===== config.mk =====
export PLATFORM = sky130hd
export DESIGN_NAME = clk_div_sched_flat
export DESIGN_NICKNAME = d
export VERILOG_FILES = /design/src/rtl/clk_div_sched_if.sv /design/src/rtl/clk_div_sched.sv /design/src/flat_wrapper.sv
export SDC_FILE = /design/constraint.sdc
export NUM_CORES = 1
export LEC_CHECK = 0
export ABC_AREA = 1
export ABC_CLOCK_PERIOD_IN_PS = 1920
export BUFFER_PORTS_ARGS = -buffer_cell sky130_fd_sc_hd__buf_2
export CAP_MARGIN = 20
export CORE_UTILIZATION = 35
export CTS_CLUSTER_DIAMETER = 60
export DETAILED_ROUTE_END_ITERATION = 7
export SLEW_MARGIN = 0
export SYNTH_ARGS = -nofsm -noshare
export SYNTH_HDL_FRONTEND = slang
export SYNTH_SLANG_ARGS = --single-unit

===== constraint.sdc =====
create_clock -name clk -period 1.92 [get_ports clk]
set_clock_uncertainty 0.1 [all_clocks]
set_input_delay 0.576 -clock clk [delete_from_list [all_inputs] [get_ports clk]]
set_output_delay 0.576 -clock clk [all_outputs]
set_load 0.02 [all_outputs]

===== src/rtl/clk_div_sched_if.sv =====
// Register-port bundle for clk_div_sched: write/read strobes, channel/register select and read-back.
interface clk_div_sched_if #(
    parameter int N_CH  = 4,
    parameter int CNT_W = 24
) ();
    logic                    cfg_we;
    logic                    cfg_re;
    logic [$clog2(N_CH)-1:0] cfg_ch;
    logic [1:0]              cfg_reg;
    logic [CNT_W-1:0]        cfg_wdata;
    logic [CNT_W-1:0]        cfg_rdata;
    logic                    cfg_rvalid;

    modport master (
        output cfg_we, cfg_re, cfg_ch, cfg_reg, cfg_wdata,
        input  cfg_rdata, cfg_rvalid
    );

    modport slave (
        input  cfg_we, cfg_re, cfg_ch, cfg_reg, cfg_wdata,
        output cfg_rdata, cfg_rvalid
    );
endinterface


===== src/rtl/clk_div_sched.sv =====
// Shared clock-divide scheduler: one global prescaler feeding N_CH divide channels (tick + 50% sclk).
// Optional macro CLK_DIV_SCHED_IRQ_EN adds a per-channel irq mask (CTRL bit2) and a registered irq output.
module clk_div_sched #(
    parameter int N_CH  = 4,
    parameter int CNT_W = 24,
    parameter int PRE_W = 8
) (
    input  logic            clk,
    input  logic            rst_n,
    clk_div_sched_if.slave  cfg,
    output logic [N_CH-1:0] tick,
    output logic [N_CH-1:0] sclk,
    output logic [N_CH-1:0] running
`ifdef CLK_DIV_SCHED_IRQ_EN
    ,
    output logic            irq
`endif
);
    localparam int CH_W = $clog2(N_CH);
    localparam logic [CH_W:0] N_CH_L = (CH_W + 1)'(N_CH);
    localparam logic [1:0] REG_CTRL     = 2'd0;
    localparam logic [1:0] REG_DIV      = 2'd1;
    localparam logic [1:0] REG_STATUS   = 2'd2;
    localparam logic [1:0] REG_PRESCALE = 2'd3;

    typedef enum logic [1:0] {ST_IDLE, ST_RUN, ST_DONE} ch_state_t;

    logic [PRE_W-1:0] pcnt_reg;
    logic [PRE_W-1:0] prescale_reg;
    logic             pre_tick;
    logic             pre_wr;
    logic             ch_ok;
    logic [N_CH-1:0]  done_vec;
    logic [N_CH-1:0]  os_vec;
    logic [CNT_W-1:0] div_arr [N_CH];
    logic [CNT_W-1:0] rd_next;
    logic [CNT_W-1:0] rdata_reg;
    logic             rvalid_reg;
`ifdef CLK_DIV_SCHED_IRQ_EN
    logic [N_CH-1:0]  mask_vec;
    logic             irq_reg;
`endif

    assign pre_tick = (pcnt_reg == prescale_reg);
    assign pre_wr   = cfg.cfg_we && (cfg.cfg_reg == REG_PRESCALE);
    assign ch_ok    = ({1'b0, cfg.cfg_ch} < N_CH_L);

    // A PRESCALE write restarts the prescaler phase so the new ratio applies from a clean count.
    always_ff @(posedge clk or negedge rst_n) begin
        if (!rst_n) begin
            pcnt_reg     <= '0;
            prescale_reg <= '0;
        end else if (pre_wr) begin
            prescale_reg <= cfg.cfg_wdata[PRE_W-1:0];
            pcnt_reg     <= '0;
        end else if (pre_tick) begin
            pcnt_reg <= '0;
        end else begin
            pcnt_reg <= pcnt_reg + PRE_W'(1);
        end
    end

    for (genvar gi = 0; gi < N_CH; gi++) begin : g_ch
        localparam logic [CH_W-1:0] IDX = CH_W'(gi);

        ch_state_t        state_reg;
        logic [CNT_W-1:0] cnt_reg;
        logic [CNT_W-1:0] div_reg;
        logic             tick_reg;
        logic             sclk_reg;
        logic             os_reg;
        logic             done_reg;
        logic             sel;
        logic             term;

        assign sel  = cfg.cfg_we && (cfg.cfg_ch == IDX);
        assign term = (state_reg == ST_RUN) && pre_tick && (cnt_reg >= div_reg);

        always_ff @(posedge clk or negedge rst_n) begin
            if (!rst_n) begin
                state_reg <= ST_IDLE;
                cnt_reg   <= '0;
                div_reg   <= '0;
                tick_reg  <= 1'b0;
                sclk_reg  <= 1'b0;
                os_reg    <= 1'b0;
                done_reg  <= 1'b0;
            end else begin
                tick_reg <= term;
                if (term) begin
                    sclk_reg <= ~sclk_reg;
                end

                case (state_reg)
                    ST_RUN: begin
                        if (pre_tick) begin
                            if (term) begin
                                cnt_reg <= '0;
                                if (os_reg) begin
                                    state_reg <= ST_DONE;
                                end
                            end else begin
                                cnt_reg <= cnt_reg + CNT_W'(1);
                            end
                        end
                    end
                    default: cnt_reg <= '0;
                endcase

                // A done-set on this edge beats a coincident write-one-to-clear.
                if (term && os_reg) begin
                    done_reg <= 1'b1;
                end else if (sel && (cfg.cfg_reg == REG_STATUS) && cfg.cfg_wdata[1]) begin
                    done_reg <= 1'b0;
                end

                if (sel && (cfg.cfg_reg == REG_DIV)) begin
                    div_reg <= cfg.cfg_wdata;
                end

                // CTRL writes override whatever state the terminal-count logic above selected.
                if (sel && (cfg.cfg_reg == REG_CTRL)) begin
                    os_reg <= cfg.cfg_wdata[1];
                    if (!cfg.cfg_wdata[0]) begin
                        state_reg <= ST_IDLE;
                        cnt_reg   <= '0;
                    end else if (state_reg != ST_RUN) begin
                        state_reg <= ST_RUN;
                        cnt_reg   <= '0;
                    end else begin
                        state_reg <= ST_RUN;
                    end
                end
            end
        end

`ifdef CLK_DIV_SCHED_IRQ_EN
        logic mask_reg;
        always_ff @(posedge clk or negedge rst_n) begin
            if (!rst_n) begin
                mask_reg <= 1'b0;
            end else if (sel && (cfg.cfg_reg == REG_CTRL)) begin
                mask_reg <= cfg.cfg_wdata[2];
            end
        end
        assign mask_vec[gi] = mask_reg;
`endif

        assign tick[gi]     = tick_reg;
        assign sclk[gi]     = sclk_reg;
        assign running[gi]  = (state_reg == ST_RUN);
        assign done_vec[gi] = done_reg;
        assign os_vec[gi]   = os_reg;
        assign div_arr[gi]  = div_reg;
    end

    always_comb begin
        rd_next = '0;
        if (cfg.cfg_reg == REG_PRESCALE) begin
            rd_next[PRE_W-1:0] = prescale_reg;
        end else if (ch_ok) begin
            case (cfg.cfg_reg)
                REG_CTRL: begin
                    rd_next[0] = running[cfg.cfg_ch];
                    rd_next[1] = os_vec[cfg.cfg_ch];
`ifdef CLK_DIV_SCHED_IRQ_EN
                    rd_next[2] = mask_vec[cfg.cfg_ch];
`endif
                end
                REG_DIV:    rd_next = div_arr[cfg.cfg_ch];
                REG_STATUS: rd_next[1:0] = {done_vec[cfg.cfg_ch], running[cfg.cfg_ch]};
                default:    rd_next = '0;
            endcase
        end
    end

    // Read data is captured from pre-edge state, so a same-cycle write is not yet visible.
    always_ff @(posedge clk or negedge rst_n) begin
        if (!rst_n) begin
            rdata_reg  <= '0;
            rvalid_reg <= 1'b0;
        end else begin
            rvalid_reg <= cfg.cfg_re;
            rdata_reg  <= cfg.cfg_re ? rd_next : '0;
        end
    end

    assign cfg.cfg_rdata  = rdata_reg;
    assign cfg.cfg_rvalid = rvalid_reg;

`ifdef CLK_DIV_SCHED_IRQ_EN
    always_ff @(posedge clk or negedge rst_n) begin
        if (!rst_n) begin
            irq_reg <= 1'b0;
        end else begin
            irq_reg <= |(done_vec & mask_vec);
        end
    end
    assign irq = irq_reg;
`endif
endmodule


===== src/flat_wrapper.sv =====
// flat-port wrapper written by rule: the top's interface ports become plain ports
module clk_div_sched_flat 
#(
    parameter int N_CH  = 4,
    parameter int CNT_W = 24,
    parameter int PRE_W = 8
)
  (clk, rst_n, tick, sclk, running, cfg_cfg_we, cfg_cfg_re, cfg_cfg_ch, cfg_cfg_reg, cfg_cfg_wdata, cfg_cfg_rdata, cfg_cfg_rvalid);
  clk_div_sched_if #(.N_CH(N_CH), .CNT_W(CNT_W)) cfg_i ();
  input  logic clk;
  input  logic rst_n;
  output logic [N_CH-1:0] tick;
  output logic [N_CH-1:0] sclk;
  output logic [N_CH-1:0] running;
  input wire logic [$bits(cfg_i.cfg_we)-1:0] cfg_cfg_we;
  input wire logic [$bits(cfg_i.cfg_re)-1:0] cfg_cfg_re;
  input wire logic [$bits(cfg_i.cfg_ch)-1:0] cfg_cfg_ch;
  input wire logic [$bits(cfg_i.cfg_reg)-1:0] cfg_cfg_reg;
  input wire logic [$bits(cfg_i.cfg_wdata)-1:0] cfg_cfg_wdata;
  output wire logic [$bits(cfg_i.cfg_rdata)-1:0] cfg_cfg_rdata;
  output wire logic [$bits(cfg_i.cfg_rvalid)-1:0] cfg_cfg_rvalid;
  assign cfg_i.cfg_we = cfg_cfg_we;
  assign cfg_i.cfg_re = cfg_cfg_re;
  assign cfg_i.cfg_ch = cfg_cfg_ch;
  assign cfg_i.cfg_reg = cfg_cfg_reg;
  assign cfg_i.cfg_wdata = cfg_cfg_wdata;
  assign cfg_cfg_rdata = cfg_i.cfg_rdata;
  assign cfg_cfg_rvalid = cfg_i.cfg_rvalid;
  clk_div_sched #(.N_CH(N_CH), .CNT_W(CNT_W), .PRE_W(PRE_W)) u_core (.clk(clk), .rst_n(rst_n), .cfg(cfg_i), .tick(tick), .sclk(sclk), .running(running));
endmodule

==> results.cfg, run 1 <==
[timing]
hold_ws_ns = 0.166
setup_viol = 113
rsz0062_at_grt = true
clock.fmax_mhz = 476
worst_slack_ns = -0.181
period_share_pct = 109
hold_viol = 0
min_period_ns = 2.10
worstMarginPinSlew_ns = 0.593
relSlewSlack_pct = 60.1
drv_slew = 0

[outcome]
violations = negative setup slack
status = complete, but fails checks

[route]
viasPerCell = 4.91
wl_per_cell_um = 16.5
first_iter_violations = 958
drc = 0
drt-pass1-iter-count = 7
wl_um = 47400
vias = 14104
detail-route-antenna-nets = 0

[synth]
synth_xor_xnor_area_share_pct = 1.55
synth_area_leader_cell = dfrtp_1
synth_fa_ha_area_share_pct = 8.62
synth_edf_count = 0
ys_types = 43
syn_inst = 1898
synth_area_per_cell_um2 = 7.73
synth_nets = 2031
synthSimpleGateAreaFrac_pct = 25.9
synth_top_family_by_area = simple AND/OR/NAND/NOR gates
synthMuxAreaShare_pct = 0
yosysMostFrequentCell = nand2_1
synthArstFlopShare_pct = 100
seq_area_frac_synth_pct = 43.9
synth_area_um2 = 14700
yosys-top-cells-area = dfrtp_1 (44%), nand2_1 (12%), ha_1 (8.6%)
synth_top_area_share_pct = 43.9
yosysWarnings = 0
synth_common_cells = nand2_1 (452), inv_1 (291), dfrtp_1 (257)
synth-compound-area-share_pct = 10.6
yosys_most_used_dff = dfrtp_1
ys_ff_latch = 257

[final_layout]
area_growth_pct = 44.8
nets = 2445
num_antenna_cells = 0
drive_gt1_share_pct = 33.5
design_area_um2 = 21200

[global_routing]
antenna_found_initial = 0
grt_pass1_wl_um = 74400
grt_overflow = 0
grtUsageTotal_pct = 22.4
grt_max_degree = 49
grt_pass1_vias = 14131

[worst_hold_path]
hold_path.class = in -> reg
hold_depth = 1
hold_start = cfg_cfg_re

[cts]
cts_tree = done
cts_made_buffers = 34
htreeDepth = 2
clk_pin_slew_ns = 0.06
cts-root-buf = clkbuf_16
cts_buffer_depth = 3
clk-insertion-delay-late_ns = 0.53
clock-sinks = 257

[floorplan]
io_pins = 69
dieHeight_um = 207
die_width_um = 207
start_util_pct = 35.7
fp.coreArea_um2 = 41100
dieArea_um2 = 42700
fp-row-count = 74

[setup_path]
max_stage_delay_ns = 0.41
slowest_stage = dfrtp_1
critPathLaunchType = flip-flop
critPathTopFamily = simple AND/OR/NAND/NOR gates
startpoint = u_core.prescale_reg[5]$_DFFE_PN0P_
cp_max_fo = 8
cp_cell_sequence = buf_6 -> nand2_2 -> nand2_1 -> nand2_2 -> nor2_8 -> nand2_8 -> buf_4 -> nor2_4 -> nand2_4 -> nand2_8 -> buf_6 -> nor2_4
cp-end-kind = flip-flop
arrival_ns = 2.40
cp.depth = 12
critPathKind = reg -> reg
worst_r2r_startpoint = u_core.prescale_reg[5]$_DFFE_PN0P_
path_buf_inv = 3
rr_worst_depth = 12
critPathRequiredTime_ns = 2.22

[power_and_ir_drop]
peakVddDrop_uv = 568
p_per_area_nw_per_um2 = 878
p_leak_nw = 10.5

[placed_design]
post-place-ws_ns = -0.367
numPortBuffers = 68
place_congestion = 0.919
hpwl_um = 34800
placed_area_um2 = 17800

[job]
maxCapViolations = 0
## placed cells by master (no fill, tap or decap), types with 5 or more instances in the layout
cell and count:
a21oi_1 31, nor3_2 17, a221oi_1 22, clkinv_2 5
nand3_2 22, nor4_1 5, inv_2 39, o21ai_1 9
clkbuf_16 38, clkbuf_8 6, o22ai_1 34, a21o_1 5
nand3_4 8, ha_1 70, a21oi_2 15, nand2_1 409
o21ai_0 136, nor3_4 7, buf_4 308, buf_2 63
nand2_2 34, dfrtp_1 253, buf_12 18, buf_6 30
bufinv_16 6, xor2_1 8, nor3_1 23, o21a_1 6
xnor2_1 12, nand2_8 5, nor2_1 181, nand2_4 15
inv_1 251, nor2_2 35, ha_4 31, inv_4 6
nand3_1 69, nand4_1 14, nor2_4 45
## kinds of logic (layout without fill, tap and decap cells)
| group | count (synthesis) | after routing |
|---|---|---|
| simple gates | 893 | 895 |
| buf+inv | 346 | 784 |
| fa+ha+maj | 101 | 101 |
| flops | 257 | 257 |
| xor+xnor | 26 | 26 |
| compound gates | 275 | 275 |
## layer usage
metal | up-vias | part of all wire (%) | track usage (%)
li1 | 6926 | - | -
met1 | 6755 | 44 | 29.9
met2 | 356 | 49 | 38.0
met3 | 67 | 5.9 | 3.49
met4 | 0 | 1.9 | 5.68
met5 | - | 0 | 0
## where the power goes
part           internal [mW]  total [mW]  switching, mW
sequential              6.04        6.45          0.409
combinational           2.30        5.09           2.79
clock                   4.55        7.09           2.54
## path summary, 6_finish.rpt
kind,endpoint,slack [ns]
max in group asynchronous,u_core.g_ch[3].done_reg$_DFFE_PN0P_,0.65
max reg2reg,u_core.g_ch[3].cnt_reg[7]$_DFF_PN0_,-0.18
min reg2reg,u_core.g_ch[0].sclk_reg$_DFFE_PN0P_,0.37
max,u_core.g_ch[3].cnt_reg[7]$_DFF_PN0_,-0.18
min,u_core.cfg.cfg_rvalid$_DFF_PN0_,0.17
min in group asynchronous,u_core.g_ch[1].div_reg[5]$_DFFE_PN0P_,0.47
## per-stage QoR
stage	total power, mW	std cells	setup TNS (ns)	utilization, %
5_1_grt	19.5	2870	-22.14	51.7
2_1_floorplan	8.38	1898	0	-
6_report	18.6	2870	-12.39	51.7
4_1_cts	18.2	2837	-10.17	49.4
3_3_place_gp	10.4	2747	-20.26	43.4
3_5_place_dp	10.5	2747	-23.57	43.4
## layout make-up
class	instances	area, um^2
clock inverters	16	246
well taps	532	666
multi-input cells	1297	8310
repair buffers	425	3420
fillers	3805	19900
inverters	297	1140
flip-flops and latches	257	6440
clock buffers	46	1020
## what timing repair did
item                                   4_1_cts  5_1_grt
hold buffers                                 1        0
pin swaps                                  100       63
cloned                                       3        1
setup endpoints to repair                  120      128
buffers inserted                            25       34
gates resized for setup                    243      151
endpoints found under the hold margin       36        0
(Power assumes the default switching activity.)
==> inputs of run 2 (changes only) <==
--- a/config.mk
+++ b/config.mk
@@ -9,9 +9,12 @@
 export ABC_CLOCK_PERIOD_IN_PS = 1920
 export BUFFER_PORTS_ARGS = -buffer_cell sky130_fd_sc_hd__buf_2
 export CAP_MARGIN = 20
-export CORE_UTILIZATION = 35
+export CELL_PAD_IN_SITES_DETAIL_PLACEMENT = 2
+export CELL_PAD_IN_SITES_GLOBAL_PLACEMENT = 2
+export CORE_UTILIZATION = 34
 export CTS_CLUSTER_DIAMETER = 60
 export DETAILED_ROUTE_END_ITERATION = 7
+export PLACE_DENSITY_LB_ADDON = 0.1
 export SLEW_MARGIN = 0
 export SYNTH_ARGS = -nofsm -noshare
 export SYNTH_HDL_FRONTEND = slang
==> results.cfg, run 2 (same netlist as run 1, synthesis figures left out) <==
[timing]
hold_viol = 0
worstMarginPinSlew_ns = 0.761
min_period_ns = 2.51
setup_viol = 130
rsz0062_at_grt = true
worst_slack_ns = -0.587
drv_slew = 0
relSlewSlack_pct = 48.7
clock.fmax_mhz = 399
period_share_pct = 131

[outcome]
status = complete, but fails checks
violations = negative setup slack

[cts]
cts_tree = done
htreeDepth = 2
clk-insertion-delay-late_ns = 0.58
cts_buffer_depth = 3
clock-sinks = 257
clk_pin_slew_ns = 0.07
cts-root-buf = clkbuf_16
cts_made_buffers = 37

[setup_path]
cp-end-kind = flip-flop
slowest_stage = dfrtp_1
ff2ff_setup_slack_ns = -0.59
cp_max_fo = 8
cp_cell_sequence = xnor2_2 -> nand2_2 -> nor2_8 -> buf_12 -> buf_4 -> nand3_4 -> nor3_4 -> nand2_1 -> nand2_1 -> nand2_1 -> nor2_1
timing.rr.end = u_core.g_ch[1].cnt_reg[20]$_DFF_PN0_
critPathKind = reg -> reg
max_stage_delay_ns = 0.46
cp_common_cell = nand2_1
worst_r2r_startpoint = u_core.prescale_reg[3]$_DFFE_PN0P_
critPathLaunchType = flip-flop
critPathRequiredTime_ns = 2.32
critPathTopFamily = simple AND/OR/NAND/NOR gates
arrival_ns = 2.91
rr_worst_depth = 11
path_buf_inv = 2

[route]
wl_um = 94300
vias = 16761
drc = 0
drt-pass1-iter-count = 7
wl_per_cell_um = 32.2
detail-route-antenna-nets = 0
first_iter_violations = 1009
viasPerCell = 5.72

[floorplan]
fp.coreArea_um2 = 42200
dieArea_um2 = 44000
fp-row-count = 75
die_width_um = 210
dieHeight_um = 210
io_pins = 69
start_util_pct = 34.7

[placed_design]
place_congestion = 0.861
post-place-ws_ns = -0.367
placed_area_um2 = 17900
hpwl_um = 46900
numPortBuffers = 68

[final_layout]
design_area_um2 = 23000
nets = 2496
final_cell_mix = nand2_1 (366), buf_4 (345), dfrtp_1 (246)
nFillCells = 4403
area_growth_pct = 56.9
drive_gt1_share_pct = 43.0
layout.cells.most_common = nand2_1

[worst_hold_path]
min_to = u_core.cfg.cfg_rvalid$_DFF_PN0_
hold_start = cfg_cfg_re
hold_path.class = in -> reg
hold_depth = 1

[global_routing]
grt_max_degree = 49
grt_pass1_vias = 17772
grtUsageTotal_pct = 32.7
grt_overflow = 0
antenna_found_initial = 1
grt_pass1_wl_um = 109000

[power_and_ir_drop]
peakVddDrop_uv = 895
p_leak_nw = 10.9
fin_total_pwr_mw = 21.6
p_per_area_nw_per_um2 = 937

[job]
maxCapViolations = 0
[run 2: layout make-up]
class / instances / area (um^2) / area share (%)
tap: 539 / 674 / 2.93
sequential: 257 / 6440 / 28.0
inverter: 297 / 1150 / 4.99
clock buffer: 49 / 1030 / 4.49
antenna: 1 / 2.50 / 0.0109
multi-input combinational: 1297 / 9500 / 41.3
timing repair buffer: 473 / 3930 / 17.1
clock inverter: 18 / 280 / 1.22
[run 2: layer usage]
layer  vias to the layer above  global-route usage, %  wire length [um]
li1                       7023                      -                 -
met1                      8731                   39.7             35700
met2                       663                   58.6             48000
met3                       342                   4.03              4540
met4                         2                   13.3              6130
met5                         -                      0                13
[run 2: worst max path at each step]
stage                                                 from                                endpoint  slack, ns  depth (start not counted)
floorplan             u_core.g_ch[3].cnt_reg[21]$_DFF_PN0_    u_core.g_ch[3].cnt_reg[12]$_DFF_PN0_      0.006                         13
global route            u_core.prescale_reg[3]$_DFFE_PN0P_    u_core.g_ch[1].cnt_reg[20]$_DFF_PN0_      -0.60                         11
finish                  u_core.prescale_reg[3]$_DFFE_PN0P_    u_core.g_ch[1].cnt_reg[20]$_DFF_PN0_      -0.59                         11
global placement                             cfg_cfg_ch[0]  u_core.g_ch[0].div_reg[22]$_DFFE_PN0P_      -0.32                          9
CTS                   u_core.g_ch[3].cnt_reg[23]$_DFF_PN0_    u_core.g_ch[3].cnt_reg[14]$_DFF_PN0_      -0.19                         13
detailed placement  u_core.g_ch[3].div_reg[19]$_DFFE_PN0P_    u_core.g_ch[3].cnt_reg[21]$_DFF_PN0_      -0.37                         14
[run 2: metrics by stage]
step	setup TNS [ns]	hold slack, ns	cells	util (%)
detailed placement	-32.61	0.356	2759	42.5
finish	-48.41	0.118	2931	54.5
global placement	-22.06	0.355	2759	42.5
CTS	-12.00	0.0898	2859	49.0
global route	-49.95	0.125	2930	54.5
floorplan	0	0.180	1898	-
[run 2: what timing repair did]
action	CTS	global route
resized for setup	300	380
pin swaps	75	110
cloned	3	3
endpoints found under the hold margin	12	0
endpoints found under the setup margin	128	125
buffers inserted	29	69
hold buffers	1	0
[run 2: power breakdown]
group	switching, mW	internal (mW)
logic	4.27	2.76
registers	0.610	6.04
clock network	3.13	4.75
total	8.01	13.6
==> inputs of run 3 (changes only) <==
==> constraint.sdc (replaced) <==
create_clock -name clk -period 1.92 [get_ports clk]
set_clock_uncertainty 0.1 [all_clocks]
set_input_delay 0.384 -clock clk [delete_from_list [all_inputs] [get_ports clk]]
set_output_delay 0.384 -clock clk [all_outputs]
set_load 0.02 [all_outputs]
==> results.cfg, run 3 (same netlist as run 1, synthesis figures left out) <==
[outcome]
violations = negative setup slack
status = complete, but fails checks

[cts]
clk_pin_slew_ns = 0.07
clk-insertion-delay-late_ns = 0.60
cts_made_buffers = 37
htreeDepth = 2
cts-root-buf = clkbuf_16
clock-sinks = 257
cts_buffer_depth = 3
cts_tree = done

[floorplan]
start_util_pct = 34.7
io_pins = 69
dieArea_um2 = 44000
dieHeight_um = 210
fp-row-count = 75
die_width_um = 210
fp.coreArea_um2 = 42200

[final_layout]
drive_gt1_share_pct = 43.2
final_cell_mix = nand2_1 (360), buf_4 (340), dfrtp_1 (240)
instances_no_fill = 2931
final_util_pct = 54.5
area_growth_pct = 56.8
num_antenna_cells = 0
design_area_um2 = 23000
layout.cells.most_common = nand2_1
nets = 2496

[timing]
worstMarginPinSlew_ns = 0.581
relSlewSlack_pct = 60.9
drv_slew = 0
worst_slack_ns = -0.532
hold_viol = 0
setup_viol = 126
period_share_pct = 128
hold_ws_ns = 0.00643
rsz0062_at_grt = true
min_period_ns = 2.45
clock.fmax_mhz = 408

[global_routing]
grtUsageTotal_pct = 36.8
grt_pass1_vias = 18740
grt_pass1_wl_um = 121000
grt_overflow = 0
antenna_found_initial = 0
grt_max_degree = 53

[route]
drt-pass1-iter-count = 5
viasPerCell = 5.89
first_iter_violations = 1334
vias = 17249
detail-route-antenna-nets = 0
wl_per_cell_um = 33.5
wl_um = 98300
drc = 0

[power_and_ir_drop]
p_leak_nw = 10.8
p_per_area_nw_per_um2 = 950
peakVddDrop_uv = 897

[setup_path]
timing.rr.end = u_core.g_ch[3].cnt_reg[21]$_DFF_PN0_
arrival_ns = 2.83
rr_worst_depth = 12
ff2ff_setup_slack_ns = -0.53
cp-end-kind = flip-flop
critPathRequiredTime_ns = 2.30
cp_max_fo = 3
critPathKind = reg -> reg
critPathLaunchType = flip-flop
worst_r2r_startpoint = u_core.g_ch[3].div_reg[19]$_DFFE_PN0P_

[placed_design]
placed_area_um2 = 17900
numPortBuffers = 68
place_congestion = 0.869
hpwl_um = 47200
dp_cells = 2752

[worst_hold_path]
hold_depth = 3
hold_path.class = in -> reg
hold_start = cfg_cfg_wdata[19]
min_to = u_core.g_ch[1].div_reg[19]$_DFFE_PN0P_

[job]
maxCapViolations = 0
## run 3: changes by cell type in the layout (fill, tap and decap cells not counted), moves of 7 or more
cell / delta
dlygate4sd3_1: +9
nor2_1: -9
nand3_2: -8
nand2_4: +12
o21ai_0: +7
nor3_4: -8
nor3_2: +10
clkbuf_8: +8
buf_6: -8
nand3_1: +10
## run 3: report_power, final
group,switching [mW],total (mW),internal [mW]
Clock,3.36,7.89,4.53
Combinational,4.35,7.26,2.91
Sequential,0.647,6.69,6.04
Total,8.36,21.8,13.5
## run 3: layer usage
| metal | up-vias | wire, um | GRT usage (%) |
|---|---|---|---|
| met3 | 410 | 5540 | 4.80 |
| li1 | 7018 | - | - |
| met4 | 0 | 6600 | 17.6 |
| met2 | 840 | 49100 | 66.6 |
| met5 | - | 0 | 0 |
| met1 | 8981 | 37100 | 42.8 |
## run 3: final cells by class
| class | count | area [um^2] |
|---|---|---|
| tap | 539 | 674 |
| timing repair buffer | 474 | 3980 |
| multi-input combinational | 1296 | 9440 |
| sequential | 257 | 6450 |
| fill | 4364 | 19200 |
| clock inverter | 15 | 176 |
| clock buffer | 53 | 1130 |
| inverter | 297 | 1140 |
## run 3: worst max path at each step
stage	cells past startpoint	slack, ns	startpoint	endpoint
finish	12	-0.53	u_core.g_ch[3].div_reg[19]$_DFFE_PN0P_	u_core.g_ch[3].cnt_reg[21]$_DFF_PN0_
global placement	14	-0.31	u_core.g_ch[0].div_reg[7]$_DFFE_PN0P_	u_core.g_ch[0].cnt_reg[6]$_DFF_PN0_
detailed placement	14	-0.35	u_core.g_ch[3].div_reg[22]$_DFFE_PN0P_	u_core.g_ch[3].cnt_reg[0]$_DFF_PN0_
floorplan	13	0.006	u_core.g_ch[3].cnt_reg[21]$_DFF_PN0_	u_core.g_ch[3].cnt_reg[12]$_DFF_PN0_
CTS	13	-0.23	u_core.g_ch[3].cnt_reg[21]$_DFF_PN0_	u_core.g_ch[3].cnt_reg[7]$_DFF_PN0_
global route	12	-0.53	u_core.g_ch[3].div_reg[19]$_DFFE_PN0P_	u_core.g_ch[3].cnt_reg[21]$_DFF_PN0_
## run 3: worst max-delay path, cell delays in order (launching register included)
cell and delay (ns):
dfrtp_1 0.44, inv_2 0.09, ha_4 0.27, a21oi_1 0.22, nand2_1 0.13, nand2_1 0.10
nand3_2 0.10, nor2_4 0.15, nand2_4 0.11, buf_4 0.16, a21oi_4 0.23, nand2_1 0.09
nor2_1 0.15
## run 3: what timing repair did
item	4_1_cts	5_1_grt
cloned	4	1
hold buffers	10	0
endpoints found under the hold margin	170	0
gates resized for setup	321	357
setup endpoints to repair	120	128
setup buffers	43	63
pin swaps	119	117
## run 3: metrics by stage
stage	worst slack (ns)	total power, mW	TNS (ns)
floorplan	0.00635	8.38	0
global placement	-0.311	10.7	-20.87
detailed placement	-0.348	11.0	-27.71
CTS	-0.230	19.3	-13.73
global route	-0.531	22.2	-44.15
finish	-0.532	21.8	-38.88
